**config.mk**
```make
export PLATFORM = sky130hd
export DESIGN_NAME = ball_renderer
export DESIGN_NICKNAME = d
export VERILOG_FILES = /design/src/rtl/pong_pkg.sv /design/src/rtl/sprite_raster.sv /design/src/rtl/ball_renderer.sv
export SDC_FILE = /design/constraint.sdc
export NUM_CORES = 1
export LEC_CHECK = 0
export ABC_AREA = 1
export BUFFER_PORTS_ARGS = -buffer_cell sky130_fd_sc_hd__buf_2
export CAP_MARGIN = 20
export CORE_ASPECT_RATIO = 0.9
export CORE_MARGIN = 3
export CORE_UTILIZATION = 35
export CTS_CLUSTER_SIZE = 16
export DETAILED_ROUTE_END_ITERATION = 8
export PLACE_DENSITY = 0.55
export SETUP_SLACK_MARGIN = 0.3
export SLEW_MARGIN = 20
export SYNTH_ARGS = -nofsm -noshare
export SYNTH_HDL_FRONTEND = slang
export SYNTH_SLANG_ARGS = --single-unit
```
**constraint.sdc**
```tcl
create_clock -name clock -period 3.6 [get_ports clock]
set_clock_uncertainty 0.1 [all_clocks]
set_input_delay 0.36 -clock clock [delete_from_list [all_inputs] [get_ports clock]]
set_output_delay 0.36 -clock clock [all_outputs]
set_load 0.005 [all_outputs]
```
**src/rtl/pong_pkg.sv**
```systemverilog
// Shared constants and types for the pong display path: screen and court geometry,
// RGB565 colours and the renderer state encoding.
package pong_pkg;

    localparam int SCREEN_W = 240;
    localparam int SCREEN_H = 320;

    localparam int COURT_LEFT   = 0;
    localparam int COURT_RIGHT  = SCREEN_W - 1;
    localparam int COURT_TOP    = 0;
    localparam int COURT_BOTTOM = SCREEN_H - 1;

    localparam logic [15:0] RGB565_WHITE = 16'hFFFF;
    localparam logic [15:0] RGB565_BLACK = 16'h0000;

    typedef enum logic [2:0] {
        IDLE,
        LATCH,
        ERASE,
        DRAW,
        FINISH
    } render_state_t;

    // Pixel addresses are formed in 10 bits so a sprite hanging off the edge never wraps.
    function automatic logic on_screen(input logic [9:0] x, input logic [9:0] y,
                                       input int width, input int height);
        return (x < 10'(width)) && (y < 10'(height));
    endfunction

endpackage

```
**src/rtl/sprite_raster.sv**
```systemverilog
// Rasters a SIZE x SIZE square from a latched base, skipping off-screen pixels and
// presenting each visible pixel on a held valid/ready write port.
module sprite_raster
    import pong_pkg::*;
#(
    parameter int SIZE     = 10,
    parameter int SCREEN_W = pong_pkg::SCREEN_W,
    parameter int SCREEN_H = pong_pkg::SCREEN_H
) (
    input  logic        clock,
    input  logic        reset,
    input  logic        start,
    input  logic [7:0]  base_x,
    input  logic [8:0]  base_y,
    input  logic [15:0] colour,
    input  logic        pixel_ready,
    output logic [7:0]  pixel_x,
    output logic [8:0]  pixel_y,
    output logic [15:0] pixel_colour,
    output logic        pixel_write,
    output logic        last
);

    localparam int            CW         = (SIZE > 1) ? $clog2(SIZE) : 1;
    localparam logic [CW-1:0] LAST_INDEX = CW'(SIZE - 1);

    logic          active;
    logic [CW-1:0] cx;
    logic [CW-1:0] cy;
    logic [CW-1:0] next_cx;
    logic [CW-1:0] next_cy;
    logic [CW-1:0] load_cx;
    logic [CW-1:0] load_cy;
    logic [7:0]    held_x;
    logic [8:0]    held_y;
    logic [15:0]   held_colour;
    logic [7:0]    load_base_x;
    logic [8:0]    load_base_y;
    logic [15:0]   load_colour;
    logic [9:0]    addr_x;
    logic [9:0]    addr_y;
    logic          visible;
    logic          at_end;
    logic          advance;

    assign at_end  = (cx == LAST_INDEX) && (cy == LAST_INDEX);
    assign advance = active && (!pixel_write || pixel_ready);
    assign last    = advance && at_end;

    always_comb begin
        next_cx = cx + 1'b1;
        next_cy = cy;
        if (cx == LAST_INDEX) begin
            next_cx = '0;
            next_cy = cy + 1'b1;
        end
    end

    // A start presents pixel (0,0) of the new square; otherwise the next raster position.
    always_comb begin
        load_base_x = held_x;
        load_base_y = held_y;
        load_colour = held_colour;
        load_cx     = next_cx;
        load_cy     = next_cy;
        if (start) begin
            load_base_x = base_x;
            load_base_y = base_y;
            load_colour = colour;
            load_cx     = '0;
            load_cy     = '0;
        end
        addr_x  = {2'b00, load_base_x} + 10'(load_cx);
        addr_y  = {1'b0, load_base_y} + 10'(load_cy);
        visible = on_screen(addr_x, addr_y, SCREEN_W, SCREEN_H);
    end

    always_ff @(posedge clock) begin
        if (reset) begin
            active       <= 1'b0;
            cx           <= '0;
            cy           <= '0;
            held_x       <= '0;
            held_y       <= '0;
            held_colour  <= '0;
            pixel_write  <= 1'b0;
            pixel_x      <= '0;
            pixel_y      <= '0;
            pixel_colour <= '0;
        end else if (start) begin
            active       <= 1'b1;
            cx           <= '0;
            cy           <= '0;
            held_x       <= base_x;
            held_y       <= base_y;
            held_colour  <= colour;
            pixel_write  <= visible;
            pixel_x      <= addr_x[7:0];
            pixel_y      <= addr_y[8:0];
            pixel_colour <= load_colour;
        end else if (advance) begin
            if (at_end) begin
                active      <= 1'b0;
                pixel_write <= 1'b0;
                cx          <= '0;
                cy          <= '0;
            end else begin
                cx           <= next_cx;
                cy           <= next_cy;
                pixel_write  <= visible;
                pixel_x      <= addr_x[7:0];
                pixel_y      <= addr_y[8:0];
                pixel_colour <= load_colour;
            end
        end
    end

endmodule

```
**src/rtl/ball_renderer.sv**
```systemverilog
// Repaints the ball sprite on each update: erases the previously drawn square in the
// background colour, then draws the square at the newly sampled position.
module ball_renderer
    import pong_pkg::*;
#(
    parameter int          SIZE        = 10,
    parameter int          SCREEN_W    = pong_pkg::SCREEN_W,
    parameter int          SCREEN_H    = pong_pkg::SCREEN_H,
    parameter logic [15:0] BALL_COLOUR = RGB565_WHITE,
    parameter logic [15:0] BG_COLOUR   = RGB565_BLACK
) (
    input  logic        clock,
    input  logic        reset,
    input  logic [7:0]  ball_x,
    input  logic [8:0]  ball_y,
    input  logic        update,
    output logic [7:0]  pixel_x,
    output logic [8:0]  pixel_y,
    output logic [15:0] pixel_colour,
    output logic        pixel_write,
    input  logic        pixel_ready,
    output logic        busy,
    output logic        done
);

    render_state_t state;
    render_state_t next_state;

    logic [7:0]  new_x;
    logic [8:0]  new_y;
    logic [7:0]  old_x;
    logic [8:0]  old_y;
    logic        old_valid;
    logic        pending;
    logic        take_update;
    logic        same_position;
    logic        raster_start;
    logic        raster_last;
    logic [7:0]  raster_x;
    logic [8:0]  raster_y;
    logic [15:0] raster_colour;

    assign take_update   = (state == IDLE) && (update || pending);
    assign same_position = old_valid && (new_x == old_x) && (new_y == old_y);
    assign busy          = (state != IDLE);
    assign done          = (state == FINISH);

    // The raster is started in the same cycle the FSM leaves LATCH or finishes ERASE,
    // so the first pixel of each square follows the previous one without a gap.
    always_comb begin
        next_state    = state;
        raster_start  = 1'b0;
        raster_x      = new_x;
        raster_y      = new_y;
        raster_colour = BALL_COLOUR;
        case (state)
            IDLE: begin
                if (update || pending) begin
                    next_state = LATCH;
                end
            end
            LATCH: begin
                if (same_position) begin
                    next_state = FINISH;
                end else if (old_valid) begin
                    next_state    = ERASE;
                    raster_start  = 1'b1;
                    raster_x      = old_x;
                    raster_y      = old_y;
                    raster_colour = BG_COLOUR;
                end else begin
                    next_state   = DRAW;
                    raster_start = 1'b1;
                end
            end
            ERASE: begin
                if (raster_last) begin
                    next_state   = DRAW;
                    raster_start = 1'b1;
                end
            end
            DRAW: begin
                if (raster_last) begin
                    next_state = FINISH;
                end
            end
            FINISH: begin
                next_state = IDLE;
            end
            default: begin
                next_state = IDLE;
            end
        endcase
    end

    // Updates arriving while busy collapse into one pending repaint; the position is
    // sampled only when IDLE consumes it, so the latest ball position wins.
    always_ff @(posedge clock) begin
        if (reset) begin
            state     <= IDLE;
            pending   <= 1'b0;
            old_valid <= 1'b0;
            new_x     <= '0;
            new_y     <= '0;
            old_x     <= '0;
            old_y     <= '0;
        end else begin
            state <= next_state;
            if (take_update) begin
                new_x   <= ball_x;
                new_y   <= ball_y;
                pending <= 1'b0;
            end else if (update && (state != IDLE)) begin
                pending <= 1'b1;
            end
            if (state == FINISH) begin
                old_x     <= new_x;
                old_y     <= new_y;
                old_valid <= 1'b1;
            end
        end
    end

    sprite_raster #(
        .SIZE     (SIZE),
        .SCREEN_W (SCREEN_W),
        .SCREEN_H (SCREEN_H)
    ) u_raster (
        .clock        (clock),
        .reset        (reset),
        .start        (raster_start),
        .base_x       (raster_x),
        .base_y       (raster_y),
        .colour       (raster_colour),
        .pixel_ready  (pixel_ready),
        .pixel_x      (pixel_x),
        .pixel_y      (pixel_y),
        .pixel_colour (pixel_colour),
        .pixel_write  (pixel_write),
        .last         (raster_last)
    );

endmodule

```
==> results.tsv <==
metric	value	unit
die_w	136	µm
initialDrtViolationCount	373	
syn_to_final_growth	29.6	%
grt_usage	16.6	%
antenna_found_initial	0	
clk_pin_slew	60	ps
final-setup-viol-count	0	
hold_violations	0	
cts_tree	yes	
cp_common_cell	nand2_1	
nets	849	
seqPwrFrac	34.6	%
synth_edf_count	0	
ys_seq_elements	115	
finalMaxSlewViolations	0	
r2r_start	u_raster.cx[1]	
power_frac_clock	35.2	%
synthFlopType	dfxtp_1	
place.port_buffers	56	
via_per_inst	4.82	
vias	4943	
post-route-period-util	91.3	%
synth_cell_types	36	
clk_latency	410	ps
post_drt_wl_per_cell	13.4	µm
hpwl	9.28	mm
fin_ws	312	ps
relSlewSlack	61.6	%
crit_arrival	3520	ps
core_area	14800	µm²
synthArstFlopShare	0	%
switchingPower	1.63	mW
root_buffer	clkbuf_16	
fmax	304	MHz
holdPathStages	3	
drc	0	
hp-class	input port to register	
grt_pass1_wl	22.1	mm
max_cap_viol_count	0	
critical_path_class	register to register	
worstSetupStartpointType	register	
ys_top_cells_by_area	dfxtp_1 43%, nand2_1 9.9%, o21ai_0 7.9%	
antenna_cells	0	
synth_top_area_cell	dfxtp_1	
synth_top_area_share	43.2	%
gr-total-overflow	0	
synth_nets	768	
crit_required	3840	ps
clockBufferDepth	2	
min_period	3290	ps
start_util	36.0	%
p_sw_share	33.6	%
place.gp.congestion	0.865	
status	finished, final reports clean	
firstDrtPassIters	5	
p_int	3.22	mW
max_slew.worst_pin.slew	574	ps
drive_above_1_share	25.6	%
ys_seq_area_share	43.2	%
setup_tns	0	ps
reg2reg_depth	24	
wl	13.7	mm
r2r_end	u_raster.pixel_write	
ios	57	
yosysWarningCount	0	
dp_slack	0.0928	ps
min_from	ball_y[8]	
path_max_fanout	7	
fillers	1469	
syn_area_per_cell	7.27	µm²
cp-startpoint	u_raster.cx[1]	
reg2reg_slack	310	ps
ant_nets	0	
peakVddDrop	370	µV
worstHoldEndpoint	new_y[8]	
timing.hold.ws	123	ps
grt_pass1_vias	4612	
dieArea	16700	µm²
syn-cell-area	5330	µm²
cts_hold_buf	0	
rows	42	
pwr-share-comb	30.2	%
cellLeakagePower	3.09	nW
clkSinkCount	115	
postLayoutCellArea	6910	µm²
crit_chain	inv_2 > ha_4 > nand2_4 > nor2_4 > nand4_4 > nor2_4 > nand2_4 > nand2_8 > o211ai_1 > nand2_1 > ha_2 > inv_2 > fa_2 > nand3b_1 > and2_4 > inv_2 > nand3_4 > nor2_4 > nand2_1 > nand2_1 > nand2_1 > nand2_1 > nand3_1 > a21oi_1	
h-tree-depth	4	
grt_max_degree	58	
slowest_stage	fa_2	
synth_cells	733	
place_area	5810	µm²
die_h	123	µm
grt_setup_unrepaired	true	
cts-buffers-inserted	17	
p_per_area	701	nW/µm²
crit_path_end_kind	register	
slowest_delay	380	ps
[cells in the final DEF (no fill, tap or decap), types with 3 or more instances in the layout]
master / instances
nand2_1: 138
dfxtp_1: 97
inv_1: 77
a21oi_1: 76
o21ai_0: 76
nor2_1: 69
buf_2: 56
buf_4: 34
o211ai_1: 19
inv_2: 18
clkbuf_16: 17
dfxtp_2: 17
nand3_1: 16
o21ai_1: 10
nor2_2: 6
xor2_1: 6
nor2_4: 6
nor3_1: 6
nand2_2: 6
ha_1: 6
xnor2_1: 5
clkinvlp_4: 5
o21ai_2: 4
o21bai_1: 4
nand3b_1: 4
ha_4: 4
a21oi_2: 3
nand2_8: 3
nand2_4: 3
clkinv_2: 3
bufinv_16: 3
[per-stage QoR]
step	std cells	utilization [%]	power [mW]
2_1_floorplan	733	-	2.57
3_3_place_gp	964	39.2	2.94
3_5_place_dp	964	39.2	2.96
4_1_cts	1010	44.5	4.76
5_1_grt	1025	46.6	5.15
6_report	1025	46.6	4.84
[cells in the mapped netlist (2+ instances only)]
| cell | number |
|---|---|
| o21ai_2 | 2 |
| buf_6 | 2 |
| nand2_4 | 2 |
| nand2_1 | 140 |
| dfxtp_1 | 115 |
| o211ai_1 | 19 |
| o21ai_1 | 4 |
| nand2_2 | 7 |
| inv_1 | 83 |
| o21ai_0 | 84 |
| nor2_2 | 3 |
| nand3b_1 | 4 |
| nand3_1 | 18 |
| nor2_4 | 3 |
| a211oi_1 | 2 |
| clkbuf_1 | 24 |
| nand3_2 | 2 |
| inv_2 | 12 |
| xor2_1 | 6 |
| nor2_1 | 75 |
| buf_2 | 7 |
| o21bai_1 | 4 |
| xnor2_1 | 7 |
| fa_1 | 2 |
| a21oi_1 | 78 |
| nor3_1 | 7 |
| ha_1 | 12 |
[critical path, delay by kind of cell, from the launching register on]
kind	cells	cell delay, ps
AND/OR/NAND/NOR	16	1680
adder cells (fa/ha/maj)	3	690
buffers and inverters	3	160
flip-flops	1	330
AO/OA/AOI/OAI	2	250
[worst max-delay path by stage]
stage	endpoint	slack, ps	depth (start not counted)
2_1_floorplan	u_raster.pixel_write	250	25
3_3_place_gp	u_raster.pixel_write	100	23
3_5_place_dp	u_raster.pixel_write	0.09	23
4_1_cts	u_raster.pixel_write	310	24
5_1_grt	u_raster.pixel_write	160	24
6_report	u_raster.pixel_write	310	24
[power by group through the flow]
stage | clock (mW) | sequential [mW] | combinational (mW)
floorplan | 0 | 1.68 | 0.890
global placement | 0 | 1.69 | 1.25
detailed placement | 0 | 1.69 | 1.27
CTS | 1.75 | 1.67 | 1.34
global route | 1.79 | 1.71 | 1.66
finish | 1.70 | 1.68 | 1.46
[routing by layer]
layer	vias to the layer above	wire, µm	global-route usage [%]
met5	-	0	0
met4	0	318	6.30
met3	20	529	4.11
met2	100	6310	26.8
met1	2288	6580	21.6
li1	2535	-	-
[logic make-up (layout without fill, tap and decap cells)]
logic type / after synthesis / count (layout) / share of synthesized area, %
and+or+nand+nor: 265 / 266 / 21.5
xor gates and xnor gates: 13 / 13 / 2.14
buffers and inverters: 130 / 223 / 9.67
AOI/OAI and AO/OA: 196 / 196 / 19.9
DFF: 115 / 115 / 43.2
adders and majority gates: 14 / 14 / 3.57
[layout make-up]
type	instances	area (µm²)	area share, %
sequential	115	2330	33.7
clock buffer	19	443	6.41
multi-input combinational	489	2740	39.6
inverter	96	360	5.22
clock inverter	13	160	2.32
tap	198	248	3.59
timing repair buffer	95	633	9.17
[sequential cells by signal, indices dropped and copies added (netlist names), 8 cells and up]
name                   flops
new_x                      8
old_x                      8
old_y                      9
u_raster.held_x            8
u_raster.pixel_y           9
u_raster.held_colour      16
new_y                      9
u_raster.pixel_colour     16
u_raster.pixel_x           8
u_raster.held_y            9
[repair_timing]
item | in CTS | in global routing
cloned | 1 | 0
pin swaps | 10 | 31
setup buffers | 13 | 14
resized for setup | 27 | 46
endpoints found under the setup margin | 10 | 9
Power figures use the tool's default switching activity.
